`src/rtl/dbi_decode_16b_if.sv`:
```
// Encoded-in / decoded-out stream bundle for dbi_decode_16b.
// master = link/PE side driving words in and taking results; slave = the decoder.
interface dbi_decode_16b_if #(parameter int bw = 16);
  logic [bw:0]   in_data;
  logic          in_valid;
  logic          in_ready;
  logic [bw-1:0] out_data;
  logic          out_valid;
  logic          out_ready;

  modport master (
    output in_data, in_valid, out_ready,
    input  in_ready, out_data, out_valid
  );

  modport slave (
    input  in_data, in_valid, out_ready,
    output in_ready, out_data, out_valid
  );
endinterface

```
`src/rtl/dbi_decode_16b.sv`:
```
// DBI receive decoder: conditional payload inversion into a 2-entry skid FIFO.
// Optional bus statistics are built only when DBI_DEC_STATS_EN is defined.
module dbi_decode_16b #(
  parameter int bw    = 16,
  parameter int CNT_W = 16
) (
  input  logic                 clk,
  input  logic                 reset,
  input  logic                 dbi_en,
  input  logic                 stats_clr,
  dbi_decode_16b_if.slave      bus,
  output logic [CNT_W-1:0]     toggle_cnt,
  output logic [CNT_W-1:0]     inv_cnt,
  output logic [CNT_W-1:0]     word_cnt
);

  function automatic logic [bw-1:0] dbi_dec(input logic [bw:0] w, input logic en);
    return (en & w[bw]) ? ~w[bw-1:0] : w[bw-1:0];
  endfunction

  logic          accept, pop;
  logic [1:0]    count_q, count_d;
  logic          rd_ptr_q, rd_ptr_d;
  logic          wr_ptr_q, wr_ptr_d;
  logic [bw-1:0] mem_q [2];
  logic [bw-1:0] mem_d [2];

  assign bus.in_ready  = (count_q != 2'd2) & ~reset;
  assign bus.out_valid = (count_q != 2'd0);
  assign bus.out_data  = mem_q[rd_ptr_q];
  assign accept        = bus.in_valid & bus.in_ready;
  assign pop           = bus.out_valid & bus.out_ready;

  always_comb begin
    count_d  = count_q;
    rd_ptr_d = rd_ptr_q;
    wr_ptr_d = wr_ptr_q;
    mem_d    = mem_q;
    if (accept) begin
      mem_d[wr_ptr_q] = dbi_dec(bus.in_data, dbi_en);
      wr_ptr_d        = ~wr_ptr_q;
    end
    if (pop) rd_ptr_d = ~rd_ptr_q;
    case ({accept, pop})
      2'b10:   count_d = count_q + 2'd1;
      2'b01:   count_d = count_q - 2'd1;
      default: count_d = count_q;
    endcase
  end

  always_ff @(posedge clk) begin
    if (reset) begin
      count_q  <= '0;
      rd_ptr_q <= 1'b0;
      wr_ptr_q <= 1'b0;
      mem_q[0] <= '0;
      mem_q[1] <= '0;
    end else begin
      count_q  <= count_d;
      rd_ptr_q <= rd_ptr_d;
      wr_ptr_q <= wr_ptr_d;
      mem_q    <= mem_d;
    end
  end

`ifdef DBI_DEC_STATS_EN
  localparam int PC_W  = $clog2(bw + 2);
  // Sum wide enough for either operand so a popcount larger than the counter range still saturates.
  localparam int SUM_W = ((CNT_W > PC_W) ? CNT_W : PC_W) + 1;
  localparam logic [SUM_W-1:0] CNT_MAX = SUM_W'((64'd1 << CNT_W) - 64'd1);

  function automatic logic [PC_W-1:0] popcnt(input logic [bw:0] v);
    logic [PC_W-1:0] s;
    s = '0;
    for (int i = 0; i <= bw; i++) s = s + PC_W'(v[i]);
    return s;
  endfunction

  function automatic logic [CNT_W-1:0] sat_add(input logic [CNT_W-1:0] a,
                                               input logic [SUM_W-1:0] inc);
    logic [SUM_W-1:0] s;
    s = SUM_W'(a) + inc;
    return (s > CNT_MAX) ? CNT_W'(CNT_MAX) : CNT_W'(s);
  endfunction

  logic [bw:0]      prev_enc_q, prev_enc_d;
  logic [CNT_W-1:0] toggle_q, toggle_d;
  logic [CNT_W-1:0] inv_q, inv_d;
  logic [CNT_W-1:0] word_q, word_d;

  always_comb begin
    prev_enc_d = prev_enc_q;
    toggle_d   = toggle_q;
    inv_d      = inv_q;
    word_d     = word_q;
    if (accept) prev_enc_d = bus.in_data;
    if (stats_clr) begin
      toggle_d = '0;
      inv_d    = '0;
      word_d   = '0;
    end else if (accept) begin
      toggle_d = sat_add(toggle_q, SUM_W'(popcnt(prev_enc_q ^ bus.in_data)));
      if (dbi_en & bus.in_data[bw]) inv_d = sat_add(inv_q, SUM_W'(1));
      word_d   = sat_add(word_q, SUM_W'(1));
    end
  end

  always_ff @(posedge clk) begin
    if (reset) begin
      prev_enc_q <= '0;
      toggle_q   <= '0;
      inv_q      <= '0;
      word_q     <= '0;
    end else begin
      prev_enc_q <= prev_enc_d;
      toggle_q   <= toggle_d;
      inv_q      <= inv_d;
      word_q     <= word_d;
    end
  end

  assign toggle_cnt = toggle_q;
  assign inv_cnt    = inv_q;
  assign word_cnt   = word_q;
`else
  logic unused_stats_clr;
  assign unused_stats_clr = stats_clr;
  assign toggle_cnt = '0;
  assign inv_cnt    = '0;
  assign word_cnt   = '0;
`endif

endmodule
```
`src/flat_wrapper.sv`:
```
// flat-port wrapper written by rule: the top's interface ports become plain ports
module dbi_decode_16b_flat 
#(
  parameter int bw    = 16,
  parameter int CNT_W = 16
)
  (clk, reset, dbi_en, stats_clr, toggle_cnt, inv_cnt, word_cnt, bus_in_data, bus_in_valid, bus_out_ready, bus_in_ready, bus_out_data, bus_out_valid);
  dbi_decode_16b_if #(.bw(bw)) bus_i ();
  input  logic clk;
  input  logic reset;
  input  logic dbi_en;
  input  logic stats_clr;
  output logic [CNT_W-1:0] toggle_cnt;
  output logic [CNT_W-1:0] inv_cnt;
  output logic [CNT_W-1:0] word_cnt;
  input wire logic [$bits(bus_i.in_data)-1:0] bus_in_data;
  input wire logic [$bits(bus_i.in_valid)-1:0] bus_in_valid;
  input wire logic [$bits(bus_i.out_ready)-1:0] bus_out_ready;
  output wire logic [$bits(bus_i.in_ready)-1:0] bus_in_ready;
  output wire logic [$bits(bus_i.out_data)-1:0] bus_out_data;
  output wire logic [$bits(bus_i.out_valid)-1:0] bus_out_valid;
  assign bus_i.in_data = bus_in_data;
  assign bus_i.in_valid = bus_in_valid;
  assign bus_i.out_ready = bus_out_ready;
  assign bus_in_ready = bus_i.in_ready;
  assign bus_out_data = bus_i.out_data;
  assign bus_out_valid = bus_i.out_valid;
  dbi_decode_16b #(.bw(bw), .CNT_W(CNT_W)) u_core (.clk(clk), .reset(reset), .dbi_en(dbi_en), .stats_clr(stats_clr), .bus(bus_i), .toggle_cnt(toggle_cnt), .inv_cnt(inv_cnt), .word_cnt(word_cnt));
endmodule
```
`config.mk`:
```
export PLATFORM = sky130hd
export DESIGN_NAME = dbi_decode_16b_flat
export DESIGN_NICKNAME = d
export VERILOG_FILES = /design/src/rtl/dbi_decode_16b_if.sv /design/src/rtl/dbi_decode_16b.sv /design/src/flat_wrapper.sv
export SDC_FILE = /design/constraint.sdc
export NUM_CORES = 1
export LEC_CHECK = 0
export BUFFER_PORTS_ARGS = -buffer_cell sky130_fd_sc_hd__buf_4
export CAP_MARGIN = 20
export CORE_UTILIZATION = 35
export CTS_CLUSTER_SIZE = 30
export DETAILED_ROUTE_END_ITERATION = 8
export PLACE_DENSITY = 0.59
export SLEW_MARGIN = 10
export SYNTH_ARGS = -nofsm -noshare
export SYNTH_HDL_FRONTEND = slang
export SYNTH_SLANG_ARGS = --single-unit
```
`constraint.sdc`:
```
create_clock -name clk -period 4.6 [get_ports clk]
set_clock_uncertainty 0.15 [all_clocks]
set_input_delay 0.69 -clock clk [delete_from_list [all_inputs] [get_ports clk]]
set_output_delay 0.69 -clock clk [all_outputs]
set_load 0.02 [all_outputs]
```
; ---- Word-level counts from Yosys, hierarchy flattened
; Index checks and enable logic that the tools add are counted.
; Widths: inputs -> output; s select.
[word_totals]
ff_bits = 36
output_inout_bits = 66
elab_cells = 34
[classes]
addsub = 2
n_lt_le_gt_ge = 3
eq_ne = 3
n_mux = 8
n_bitwise = 10
n_reduce_logical = 3
[ops]
columns = op, count
row1 = $mux 16, 5
row2 = $bwmux 32, 1
row3 = $demux 16 s1, 1
row4 = $not 16->16, 1
row5 = $and 1x1->1, 4
row6 = $ge 2x2->1 const B, 2
row7 = $not 1->2, 2
row8 = $pmux 2 s2, 1
row9 = $reduce_bool 2->1, 2
row10 = $not 1->1, 3
row11 = $add 2x1->2 const B, 1
row12 = $eq 2x1->1 const B, 1
row13 = $eq 2x2->1 const B, 1
row14 = $lt 2x1->1 const B, 1
row15 = $ne 2x2->1 const B, 1
row16 = $sub 2x1->2 const B, 1
row17 = $logic_and 1x1->1, 1

; ---- Longest topological paths before layout
; Gate-level depths: netlist (run 1).
[depth]
depth_word = 6
mapped_depth = 7
depth_no_buf = 6

; ---- Worst setup path before layout (run 1)
; OpenSTA, ideal clock, no wires.
[synth_timing]
kind = reg-to-output
start = register u_core.rd_ptr_q
end = output port bus_out_data[0]
arrival_ns = 1.260
required_ns = 3.760
slack_ns = 2.500
stages_incl_launch_ff = 4
cell_sequence = dfxtp_1 clkbuf_1 buf_2 mux2_1
[synth_between]
elab_chain_cells = 4
[synth_rtl]
columns = item, line_no
row1 = "start, declared", dbi_decode_16b.sv:23  ; logic rd_ptr_q, rd_ptr_d;
row2 = "start signal, assigned", dbi_decode_16b.sv:60  ; rd_ptr_q <= rd_ptr_d;
row3 = $not 1->2 (implied by the code), dbi_decode_16b.sv:30  ; assign bus.out_data = mem_q[rd_ptr_q];
row4 = $mux 16 (implied by the code) (3 in a row), dbi_decode_16b.sv:30
row5 = "end, declared", flat_wrapper.sv:20  ; output wire logic [$bits(bus_i.out_data)-1:0] bus_out_data;
; Every way passes these cells. The select of a mux whose other input is x is not followed.

; ---- Worst setup path in the final report (run 1)
[layout_timing]
start = register u_core.rd_ptr_q
end = output port bus_out_data[7]
; The elaborated chain is that of the path after synthesis.

==> results.cfg, run 1 <==
[yosys]
yosysUniqueCellTypes = 23
synth_flop_cell = dfxtp_1
synthCells = 183
syn_area_sq_um = 1930
synth_area_leaders = dfxtp_1 (37%), buf_4 (19%), o2bb2ai_1 (14%)
avgSynthCellArea_sq_um = 10.6
synth_edf_count = 0
synth_top_area_share_pct = 37.3
yosysTopAreaCell = dfxtp_1
synth-seq-cells = 36
synth-seq-area-share_pct = 37.3
async_flop_share_pct = 0
yosysMostFrequentCell = buf_4
netlist_top_cells_count = buf_4 (48), dfxtp_1 (36), o2bb2ai_1 (31)
ys_warn_count = 0

[floorplanning]
rows = 26
die_w_um = 76.3
ios = 89
core_area_sq_um = 5200
start_util_pct = 37.1
dieArea_sq_um = 5820
fp.dieH_um = 76.3

[setup_path]
slowest_stage = dfxtp_1
cp-end-kind = primary output
critPathBufInv = 1
required_ns = 3.76
slowest_delay_ns = 0.89
start_kind = flop
path_cells = mux2_1, buf_4
crit_fanout = 17
crit_family = flip-flops
arrival_ns = 1.74
path_class = flop to primary output

[cts]
clk_pin_slew_worst_paths_ns = 0.07
cts_buffer_depth = 2
htree_num_levels = 2
holdBufCountCts = 0
insertion_delay_ns = 0.28
clkSinkCount = 36
cts_tree = yes
postCtsSetupRepairBufs = 0
root_buffer = clkbuf_8
cts_buffers = 5
cts_resized = 0

[power]
vdd_drop_max_v = 0.000344
finalPower_uw = 955
powerDensity_nw_per_um2 = 443
p_leak_nw = 0.948

[placement]
numPortBuffers = 39
gp_congestion = 0.682
dp_hpwl_mm = 2.25

[run]
drv_cap = 0

[timing]
tns_ns = 0
slew_viol_final = 0
period_needed_ns = 2.58
worst_pin_slew_ns = 0.883
finalHoldViolations = 0
rsz0062_at_grt = false
period_share_pct = 56.0
fmax_mhz = 388
relSlewSlack_pct = 40.9
finalSetupViolations = 0

[grt]
grt_pass1_wl_mm = 5.67
track_usage_pct = 12.3
grt-ovfl-total = 0
grt_start_max_net_pins = 18
grt_pass1_vias = 1198
antenna_found_initial = 0

[final_layout]
antenna_cells = 0
fill_cells = 537
seqCellArea_sq_um = 721
multi_input_area_sq_um = 943
drive_gt1_share_pct = 22.4
area_growth_pct = 11.6
nets = 242

[drt]
post_drt_wl_per_cell_um = 11.7
drt-initial-drc-count = 41
vias = 1219
routed_wl_mm = 3.37
first_pass_iters = 4
ant_nets = 0
vias_per_cell = 4.22
drc_errors = 0

[worst_hold_path]
hold_class = flop to flop

[run_status]
outcome = complete, no violations
==> per-layer routing <==
layer | vias up | GRT usage (%) | wire [um]
li1 | 609 | - | -
met1 | 551 | 15.9 | 1610
met2 | 54 | 19.5 | 1520
met3 | 5 | 3.35 | 200
met4 | 0 | 4.62 | 42
met5 | - | 0 | 0
==> state kept, by name (all words and copies together) (netlist names) <==
register and flops:
u_core.mem_q 32, u_core.wr_ptr_q 1, u_core.rd_ptr_q 1, u_core.count_q 2
==> placed cells by master (no fill, tap or decap), drive strengths merged, types with 3 or more instances in the layout <==
| master | n |
|---|---|
| buf | 39 |
| clkbuf | 6 |
| conb | 48 |
| dfxtp | 36 |
| mux2 | 16 |
| nand2b | 3 |
| nor2 | 3 |
| o2bb2ai | 32 |
| or3 | 3 |
| xor2 | 17 |
==> worst register-to-register path, cell delays in order, from the launching register on <==
cell	delay [ns]
dfxtp_1	0.37
nand2b_1	0.22
a31oi_2	0.76
o2bb2ai_1	0.19
==> through the flow <==
| stage | utilization [%] | cells | area [sq um] | setup slack (ns) | hold WS, ns |
|---|---|---|---|---|---|
| after floorplan | - | 230 | 2110 | 2.50 | 0.275 |
| after global placement | 39.4 | 281 | 2050 | 2.29 | 0.287 |
| after detailed placement | 39.4 | 281 | 2050 | 2.29 | 0.289 |
| after CTS | 41.4 | 289 | 2160 | 1.98 | 0.309 |
| after global routing | 41.4 | 289 | 2160 | 1.94 | 0.324 |
| final | 41.4 | 289 | 2160 | 2.02 | 0.307 |
==> power by group <==
group | internal, mW | switching (mW)
logic | 0.126 | 0.163
registers | 0.350 | 0.0481
clock network | 0.161 | 0.107
==> final timing paths <==
path | startpoint | end | slack [ns] | cells past startpoint
setup / recovery | u_core.rd_ptr_q | bus_out_data[7] | 2.02 | 2
hold / removal | u_core.mem_q[24] | u_core.mem_q[24] | 0.31 | 1
setup reg to reg | u_core.count_q[0] | u_core.mem_q[19] | 2.84 | 3
hold reg to reg | u_core.mem_q[24] | u_core.mem_q[24] | 0.31 | 1
==> kinds of logic after synthesis <==
kind of cell | synth area share (%)
fa+ha+maj | 0.648
simple gates | 3.37
mux | 9.33
buf+inv | 23.0
xor+xnor | 8.61
compound gates | 17.6
other cells | 0.194
flops | 37.3
==> layout make-up <==
| class | count | share of cell area, % |
|---|---|---|
| flip-flops and latches | 36 | 33.4 |
| repair buffers | 39 | 13.6 |
| clock buffers | 6 | 3.37 |
| well taps | 70 | 4.06 |
| inverters | 1 | 0.174 |
| clock inverters | 2 | 1.63 |
| multi-input cells | 135 | 43.8 |
(Power assumes the default switching activity.)
==> run 2, diff against run 1 <==
--- a/config.mk
+++ b/config.mk
@@ -10,7 +10,7 @@
 export CORE_UTILIZATION = 35
 export CTS_CLUSTER_SIZE = 30
 export DETAILED_ROUTE_END_ITERATION = 8
-export PLACE_DENSITY = 0.59
+export PLACE_DENSITY = 0.61
 export SLEW_MARGIN = 10
 export SYNTH_ARGS = -nofsm -noshare
 export SYNTH_HDL_FRONTEND = slang
==> constraint.sdc (replaced) <==
create_clock -name clk -period 2.19 [get_ports clk]
set_clock_uncertainty 0.15 [all_clocks]
set_input_delay 0.3285 -clock clk [delete_from_list [all_inputs] [get_ports clk]]
set_output_delay 0.3285 -clock clk [all_outputs]
set_load 0.02 [all_outputs]
==> run 2 against run 1 <==
Effect of this change:
- non-clock buffer count up 7
- global-route usage up 0.80 points
- die area unchanged
- sequential power up 98%
- critical path type unchanged
==> results.cfg, run 2 (same netlist as run 1, synthesis figures left out) <==
[final_layout]
drive_gt1_share_pct = 24.3
nets = 249
largest_register = u_core.mem_q
final_common_cell = conb_1
largest_reg_flops = 32
area_growth_pct = 13.4
antenna_cells = 0
fill_cells = 536
mostFrequentLayoutCells = conb_1 (48), buf_4 (46), dfxtp_1 (36)
reg.largest.list = u_core.mem_q x32, u_core.count_q x2

[setup_path]
r2r_end = u_core.count_q[1]
r2r_start = u_core.count_q[0]
cp-end-kind = primary output
crit_family = buffers and inverters
path_cells = buf_4, mux2_1, buf_4
required_ns = 1.71
critPathBufInv = 2
path_class = flop to primary output
arrival_ns = 1.34
slowest_stage = mux2_1
crit_fanout = 10
r2r.worst_path.cells = 5
slowest_delay_ns = 0.36
rrSetupSlack_ns = 0.46
start_kind = flop
crit_path_frequent_cell = buf_4

[worst_hold_path]
hold_depth = 2
hold_start = reset
min_to = u_core.rd_ptr_q
hold_class = primary input to flop

[cts]
cts_tree = yes
insertion_delay_ns = 0.29
cts_resized = 0
cts_buffers = 5
clk_pin_slew_worst_paths_ns = 0.07
holdBufCountCts = 0
cts_buffer_depth = 2
root_buffer = clkbuf_8
postCtsSetupRepairBufs = 0
htree_num_levels = 2
clkSinkCount = 36

[grt]
antenna_found_initial = 0
grt-ovfl-total = 0
track_usage_pct = 13.1
grt_pass1_wl_mm = 5.89
grt_start_max_net_pins = 18
grt_pass1_vias = 1231

[drt]
post_drt_wl_per_cell_um = 11.8
routed_wl_mm = 3.49
drt-initial-drc-count = 67
vias = 1275
vias_per_cell = 4.31
ant_nets = 0
first_pass_iters = 4
drc_errors = 0

[timing]
fmax_mhz = 550
period_share_pct = 83.0
finalHoldWorstSlack_ns = 0.117
finalSetupViolations = 0
tns_ns = 0
period_needed_ns = 1.82
relSlewSlack_pct = 55.7
rsz0062_at_grt = false
finalHoldViolations = 0
worst_pin_slew_ns = 0.664
slew_viol_final = 0

[floorplanning]
die_w_um = 76.3
core_area_sq_um = 5200
ios = 89
dieArea_sq_um = 5820
fp.dieH_um = 76.3
rows = 26
start_util_pct = 37.1

[power]
powerDensity_nw_per_um2 = 895
vdd_drop_max_v = 0.000607
finalPower_mw = 1.96
p_leak_nw = 0.974

[placement]
dp_hpwl_mm = 2.45
numPortBuffers = 39
gp_congestion = 0.710

[run]
drv_cap = 0

[run_status]
outcome = complete, no violations
-- run 2: how the worst max path moves through the flow --
stage	from	endpoint	slack (ns)	cells past startpoint
floorplan	u_core.rd_ptr_q	bus_out_data[0]	0.45	3
global placement	reset	u_core.count_q[1]	0.40	6
detailed placement	reset	u_core.count_q[1]	0.38	6
CTS	u_core.rd_ptr_q	bus_out_data[5]	0.34	3
global route	u_core.rd_ptr_q	bus_out_data[10]	0.27	3
finish	u_core.rd_ptr_q	bus_out_data[5]	0.37	3
-- run 2: final cells by class --
cell class / count / area (sq um) / share of cell area, %
clock buffer: 8 / 90.1 / 4.11
inverter: 1 / 3.75 / 0.171
multi-input combinational: 135 / 943 / 43.1
sequential: 36 / 721 / 32.9
tap: 70 / 87.6 / 4.00
timing repair buffer: 46 / 345 / 15.8
-- run 2: metrics by stage --
| step | cells | area [sq um] | worst slack [ns] | utilization (%) |
|---|---|---|---|---|
| after CTS | 296 | 2190 | 0.341 | 42.1 |
| final | 296 | 2190 | 0.373 | 42.1 |
| after floorplan | 230 | 2110 | 0.452 | - |
| after global routing | 296 | 2190 | 0.274 | 42.1 |
| after global placement | 288 | 2100 | 0.401 | 40.4 |
| after detailed placement | 288 | 2100 | 0.383 | 40.4 |
-- run 2: report_power, final --
part	internal, mW	total [mW]	switching [mW]
registers	0.736	0.789	0.0527
clock network	0.256	0.479	0.223
logic	0.291	0.692	0.401
-- run 2: routing by layer --
| layer | vias to the layer above | part of all wire (%) | global-route usage (%) |
|---|---|---|---|
| li1 | 626 | - | - |
| met1 | 585 | 46 | 16.9 |
| met2 | 59 | 46 | 20.2 |
| met3 | 5 | 6.6 | 3.59 |
| met4 | 0 | 1.5 | 6.35 |
| met5 | - | 0 | 0 |
